[config.mk]
export PLATFORM = sky130hd
export DESIGN_NAME = queue_fifo
export DESIGN_NICKNAME = d
export VERILOG_FILES = /design/src/rtl/queue_pkg.sv /design/src/rtl/queue_mem.sv /design/src/rtl/queue_fifo.sv
export SDC_FILE = /design/constraint.sdc
export NUM_CORES = 1
export LEC_CHECK = 0
export ABC_AREA = 1
export BUFFER_PORTS_ARGS = -buffer_cell sky130_fd_sc_hd__buf_2
export CORE_UTILIZATION = 40
export CTS_BUF_LIST = sky130_fd_sc_hd__clkbuf_4
export DETAILED_ROUTE_END_ITERATION = 7
export GPL_TIMING_DRIVEN = 1
export SLEW_MARGIN = 30
export SYNTH_ARGS = -nofsm -noshare
export SYNTH_HDL_FRONTEND = slang
export SYNTH_SLANG_ARGS = --single-unit
[constraint.sdc]
create_clock -name sclk -period 4.9 [get_ports sclk]
set_input_delay 0.98 -clock sclk [delete_from_list [all_inputs] [get_ports sclk]]
set_output_delay 0.98 -clock sclk [all_outputs]
set_load 0.01 [all_outputs]
[src/rtl/queue_pkg.sv]
// Shared defaults for the queue FIFO slice: word width, pointer width and derived depth.
package queue_pkg;

  localparam int DEFAULT_DATA_WIDTH    = 64;
  localparam int DEFAULT_ADDRESS_WIDTH = 3;
  localparam int DEPTH                 = 1 << DEFAULT_ADDRESS_WIDTH;

endpackage

[src/rtl/queue_mem.sv]
// Register-file storage: one write port, one synchronous read port into the data_out register.
module queue_mem
  import queue_pkg::*;
#(
  parameter int DATA_WIDTH    = DEFAULT_DATA_WIDTH,
  parameter int ADDRESS_WIDTH = DEFAULT_ADDRESS_WIDTH
) (
  input  logic                     sclk,
  input  logic                     reset,
  input  logic                     wr_en,
  input  logic [ADDRESS_WIDTH-1:0] wr_addr,
  input  logic [DATA_WIDTH-1:0]    wr_data,
  input  logic                     rd_en,
  input  logic [ADDRESS_WIDTH-1:0] rd_addr,
  output logic [DATA_WIDTH-1:0]    rd_data
);

  localparam int ENTRIES = 1 << ADDRESS_WIDTH;

  logic [DATA_WIDTH-1:0] mem [ENTRIES];

  // Storage is deliberately not reset; only the output register is.
  always_ff @(posedge sclk) begin
    if (wr_en) begin
      mem[wr_addr] <= wr_data;
    end
  end

  always_ff @(posedge sclk or negedge reset) begin
    if (!reset) begin
      rd_data <= '0;
    end else if (rd_en) begin
      rd_data <= mem[rd_addr];
    end
  end

endmodule

[src/rtl/queue_fifo.sv]
// Single-clock FIFO queue: pointers, occupancy count, accept logic and status flags.
module queue_fifo
  import queue_pkg::*;
#(
  parameter int DATA_WIDTH    = DEFAULT_DATA_WIDTH,
  parameter int ADDRESS_WIDTH = DEFAULT_ADDRESS_WIDTH
) (
  input  logic                  sclk,
  input  logic                  reset,
  input  logic                  read_en,
  input  logic                  write_en,
  input  logic [DATA_WIDTH-1:0] data_in,
  output logic [DATA_WIDTH-1:0] data_out,
  output logic                  full,
  output logic                  empty
);

  localparam logic [ADDRESS_WIDTH:0] FULL_COUNT = {1'b1, {ADDRESS_WIDTH{1'b0}}};

  logic [ADDRESS_WIDTH-1:0] wr_ptr;
  logic [ADDRESS_WIDTH-1:0] rd_ptr;
  logic [ADDRESS_WIDTH:0]   count;
  logic                     push;
  logic                     pop;

  assign full  = (count == FULL_COUNT);
  assign empty = (count == '0);

  // A full queue still takes a write when the head leaves on the same edge.
  assign push = write_en && (!full || read_en);
  assign pop  = read_en && !empty;

  always_ff @(posedge sclk or negedge reset) begin
    if (!reset) begin
      wr_ptr <= '0;
      rd_ptr <= '0;
      count  <= '0;
    end else begin
      if (push) begin
        wr_ptr <= wr_ptr + 1'b1;
      end
      if (pop) begin
        rd_ptr <= rd_ptr + 1'b1;
      end
      case ({push, pop})
        2'b10:   count <= count + 1'b1;
        2'b01:   count <= count - 1'b1;
        default: count <= count;
      endcase
    end
  end

  queue_mem #(
    .DATA_WIDTH   (DATA_WIDTH),
    .ADDRESS_WIDTH(ADDRESS_WIDTH)
  ) u_mem (
    .sclk   (sclk),
    .reset  (reset),
    .wr_en  (push),
    .wr_addr(wr_ptr),
    .wr_data(data_in),
    .rd_en  (pop),
    .rd_addr(rd_ptr),
    .rd_data(data_out)
  );

endmodule

# --- Yosys cells after proc, flatten, opt, wreduce, memory -nomap -nowiden ---
# Memory sizes are Yosys's and may differ from the RTL's. A register that Yosys moved wholly into a read port is not among the register bits.
# Cells that the tools add are included.
classes:
  n_eq_ne: 3
  mux: 3
  addsub: 4
  reduce_logical: 8
op_table:
  columns: ["operator", "count"]
  rows:
  - ["$pmux 4 s2", 1]
  - ["$add 3x1->3 const B", 2]
  - ["$add 4x1->4 const B", 1]
  - ["$eq 4x4->1 const B", 1]
  - ["$logic_not 4->1", 1]
  - ["$sub 4x1->4 const B", 1]
  - ["$logic_not 1->1", 3]
  - ["$eq 2x1->1 const B", 1]
  - ["$eq 2x2->1 const B", 1]
  - ["$logic_and 1x1->1", 2]
  - ["$mux 1", 2]
  - ["$reduce_bool 2->1", 1]
  - ["$logic_or 1x1->1", 1]
word_totals:
  in_bits: 68
  mem_count: 1
  ff_bits: 10
  ram_bits: 512
mem_list:
  columns: ["memory", "depth", "width", "rd", "rd_clocked_by_memory_dff", "wr", "line_no", "text"]
  rows:
  - ["u_mem.mem", 8, 64, 1, 1, 1, "queue_mem.sv:20", "logic [DATA_WIDTH-1:0] mem [ENTRIES];"]

# --- Depth between registers and ports, before layout ---
depth:
  word_depth: 6
  depth_mapped: 14
  ltp_nobuf: 13

# --- By module ---
# Synthesis repeated with hierarchy kept, for this count alone.
unflattened:
  cells_unflattened: 2313
  area_unflattened_um2: 24698.7
modules_own_cells:
  columns: ["module", "cells_each", "area_each_um2", "n_inst"]
  rows:
  - ["queue_mem", 2244, 24075.6, 1]
  - ["queue_fifo", 69, 623.1, 1]

# --- Worst setup path after synthesis ---
# Ideal clock, no wire load.
synth_path:
  path_kind: "input port to flip-flop"
  from: "input port read_en"
  to: "memory u_mem.mem[0][0] (netlist name) (enable)"
  t_required_ns: 4.414
  path_slack_ns: 0.235
  arrival_time_ns: 4.178
  stages: 5
  path_cell_list: "inv_1 > nand4_1 > nand2_1 > or2_2 > nor2_1"
synth_between:
  elab_chain_cells: 4
synth_rtl:
  columns: ["item", "line_no", "text"]
  rows:
  - ["start, declared", "queue_fifo.sv:10", "input logic read_en,"]
  - ["$logic_or 1x1->1", "queue_fifo.sv:30", "assign push = write_en && (!full || read_en);"]
  - ["$logic_and 1x1->1", "queue_fifo.sv:30", null]
  - ["$mux 1", "queue_mem.sv:24", "if (wr_en) begin"]
  - ["$mux 1 (implied by the code)", "queue_mem.sv:25", "mem[wr_addr] <= wr_data;"]
  - ["end, declared", "queue_mem.sv:20", null]
# Every way passes these cells.

# --- Final worst setup path ---
layout_path:
  from: "register count[1]"
  to: "output port full"
layout_between:
  elab_chain_cells: 1
layout_rtl:
  columns: ["item", "line_no", "text"]
  rows:
  - ["start, declared", "queue_fifo.sv:22", "logic [ADDRESS_WIDTH:0] count;"]
  - ["start signal, assigned", "queue_fifo.sv:46", "2'b10: count <= count + 1'b1;"]
  - ["start signal, assigned", "queue_fifo.sv:47", "2'b01: count <= count - 1'b1;"]
  - ["start signal, assigned", "queue_fifo.sv:48", "default: count <= count;"]
  - ["$eq 4x4->1", "queue_fifo.sv:26", "assign full = (count == FULL_COUNT);"]
  - ["end, declared", "queue_fifo.sv:14", "output logic full,"]
# Every way passes these cells.

==> results.py <==
metrics = {
    "setup_path": {
        "endpoint": "full",
        "reg2reg_from": "rd_ptr[0]",
        "r2r_cells": 7,
        "path_buf_inv": 1,
        "cp_slowest_cell": "dfrtp_1",
        "critPathKind": "register to output pin",
        "critPathArrivalTime_ns": 1.87,
        "path_delay_family": "flip-flops",
        "critPathCaptureType": "output pin",
        "crit_chain": "nor4_1 > buf_2",
        "crit_start": "count[1]",
        "r2r-end": "u_mem.rd_data[9]",
        "path_depth": 2,
        "path_max_fanout": 5,
        "cpPeakStageDelay_ns": 0.44,
        "required_ns": 3.92,
        "critPathLaunchType": "register",
        "reg2reg_slack_ns": 2.12,
    },
    "routing": {
        "num_vias": 16400,
        "drt_iter0_markers": 1006,
        "detail_route.vias_per_cell": 4.77,
        "drc": 0,
        "dr.pass1.iters": 7,
        "finalWirelength_um": 57300,
        "ant_nets": 0,
        "wl_per_cell_um": 16.7,
    },
    "min_path": {
        "worstHoldPathType": "primary input to register",
        "min-delay-start": "data_in[34]",
    },
    "synthesis": {
        "yosysSeqAreaShare_pct": 70.0,
        "synth_warnings": 0,
        "syn_inst": 2311,
        "syn-cell-area_um2": 24600,
        "yosys_register_bits": 586,
        "yosysUniqueCellTypes": 25,
        "synth.avg_cell_area_um2": 10.6,
        "synth_nets": 2385,
    },
    "grt": {
        "grt_overflow": 0,
        "grt_pass1_wl_um": 89400,
        "grt_antenna_before_repair": 8,
        "grt_max_degree": 116,
        "grt_use_total_pct": 18.7,
        "grt_pass1_vias": 16600,
    },
    "sta": {
        "slew_headroom_pct": 32.4,
        "fin_ws_ns": 2.05,
        "fin_crit_ns": 2.85,
        "fmax_ghz": 0.351,
        "fin_tns_setup_ns": 0,
        "setup_viol_count_final": 0,
        "tightest_slew_ns": 1.01,
        "hold_violations": 0,
        "fin_crit_sh_pct": 58.2,
        "slew_viol_final": 0,
        "rsz0062_at_grt": "no",
        "finClkSkew_ns": 0.0499,
    },
    "run_status": {
        "status": "finished clean",
    },
    "placement": {
        "placed_cells_incl_taps": 3140,
        "dpl.hpwl_um": 30500,
        "post-place-ws_ns": 1.53,
        "io_buffers": 133,
        "gp_congestion": 0.752,
    },
    "finish": {
        "drive_gt1_share_pct": 16.1,
        "instances_no_fill": 3431,
        "area_growth_pct": 13.5,
        "nets": 2590,
    },
    "floorplanning": {
        "die_area_um2": 62500,
        "fp.dieH_um": 250,
        "core_um2": 60600,
        "die_w_um": 250,
        "start_util_pct": 40.6,
        "row_count": 90,
        "io_pins": 134,
    },
    "clock_network": {
        "cts_made_buffers": 153,
        "clockBufferDepth": 3,
        "clk_pin_slew_ns": 0.07,
        "clkLatencyLatePin_ns": 0.96,
        "htreeDepth": 4,
        "ctsRootBufferMaster": "clkbuf_4",
        "cts.sinks": 586,
        "cts_resized": 0,
        "cts_tree": "built",
    },
    "power_and_ir_drop": {
        "vdd_drop_max_v": 0.000342,
        "p_leak_nw": 12.5,
        "p_per_area_nw_per_um2": 569,
    },
    "run": {
        "cap_viol_max_count": 0,
    },
}
through the flow:
stage	hold WS [ns]	instance area [um^2]	power [W]	util, %
finish	0.283	27900	0.0159	46.1
global route	0.212	27900	0.0170	46.1
CTS	0.151	27900	0.0161	46.0
detailed placement	0.462	25800	0.0117	42.6
global placement	0.459	25800	0.0116	42.6
floorplan	0.490	24600	0.0103	-
what timing repair did:
item	4_1_cts	5_1_grt
endpoints found under the hold margin	7	0
hold buffers	1	0
endpoints found under the setup margin	0	0
buffers inserted	0	0
power by group:
group          total (W)  internal [W]  switching (W)
registers        0.00684       0.00633       0.000506
logic            0.00472       0.00144        0.00328
clock network    0.00434       0.00234        0.00200
layout by cell type (no fill, tap or decap), drive strengths merged, types with 3 or more instances in the layout:
cell type	instances
edfxtp	512
nand2	795
clkinvlp	3
o21ai	5
buf	162
bufinv	4
nand3	389
diode	4
clkbuf	226
clkinv	45
inv	406
ha	5
nor2	10
dfrtp	74
cell usage after synthesis:
cell      instances  area share, %
dfrtp_1          74            7.5
buf_6            27            1.2
nand2_2           1          0.025
nand3_2           1          0.041
buf_8             1          0.061
nor2_1            9           0.14
buf_1            11           0.17
or2_2             2          0.051
xor2_1            2          0.071
nor4_1            1          0.025
nand2_1         794             12
clkbuf_1          8           0.12
buf_4             8           0.24
ha_1              5           0.25
nand3_1         388            7.9
inv_2             1          0.015
nand4_1           1          0.025
nor2_2            1          0.025
xnor2_1           1          0.036
fa_1              1          0.081
inv_1           398            6.1
edfxtp_1        512             62
buf_2            58            1.2
o21ai_0           5           0.10
inv_4             1          0.025
cell type report:
class / count / area, um^2
Fill cell: 5618 / 32700
Sequential cell: 586 / 17200
Multi-Input combinational cell: 1212 / 5200
Clock buffer: 226 / 1700
Inverter: 400 / 1510
Tap cell: 782 / 978
Timing Repair Buffer: 163 / 950
Clock inverter: 58 / 343
Antenna cell: 4 / 10.0
worst register-to-register path, cell delays in order, from the launching register on:
cell     delay (ns)
dfrtp_4        0.76
inv_6          0.72
buf_4          0.62
nand2_1        0.16
nand3_1        0.11
nand3_1        0.09
nand3_1        0.13
nand2_1        0.05
flip-flops by register name, indices dropped and copies added (netlist names):
register	count
rd_ptr	3
count	4
u_mem.rd_data	64
wr_ptr	3
u_mem.mem	512
cell families after synthesis:
logic type	count (synthesis)	share of synthesized area, %
buf+inv	513	9.12
fa+ha+maj	6	0.336
compound gates	5	0.102
simple gates	1198	20.3
xor+xnor	3	0.107
flops	586	70.0
worst min path at each step:
stage,endpoint,slack [ns],depth (start not counted)
after detailed placement,u_mem.rd_data[23],0.46,2
after global routing,u_mem.mem[6][35],0.21,1
after global placement,u_mem.rd_data[56],0.46,2
after CTS,u_mem.mem[4][34],0.15,1
final,u_mem.mem[4][34],0.28,1
after floorplan,count[3],0.49,2
layer usage:
metal,global-route usage [%],wire length [um],share of wire [%],vias up
li1,-,-,-,7955
met3,4.46,3080,5.4,101
met4,7.98,1240,2.2,6
met1,22.3,24200,42,7837
met5,0,43,0.075,-
met2,32.2,28700,50,468
Note: power is estimated with default switching activity, not from simulation.
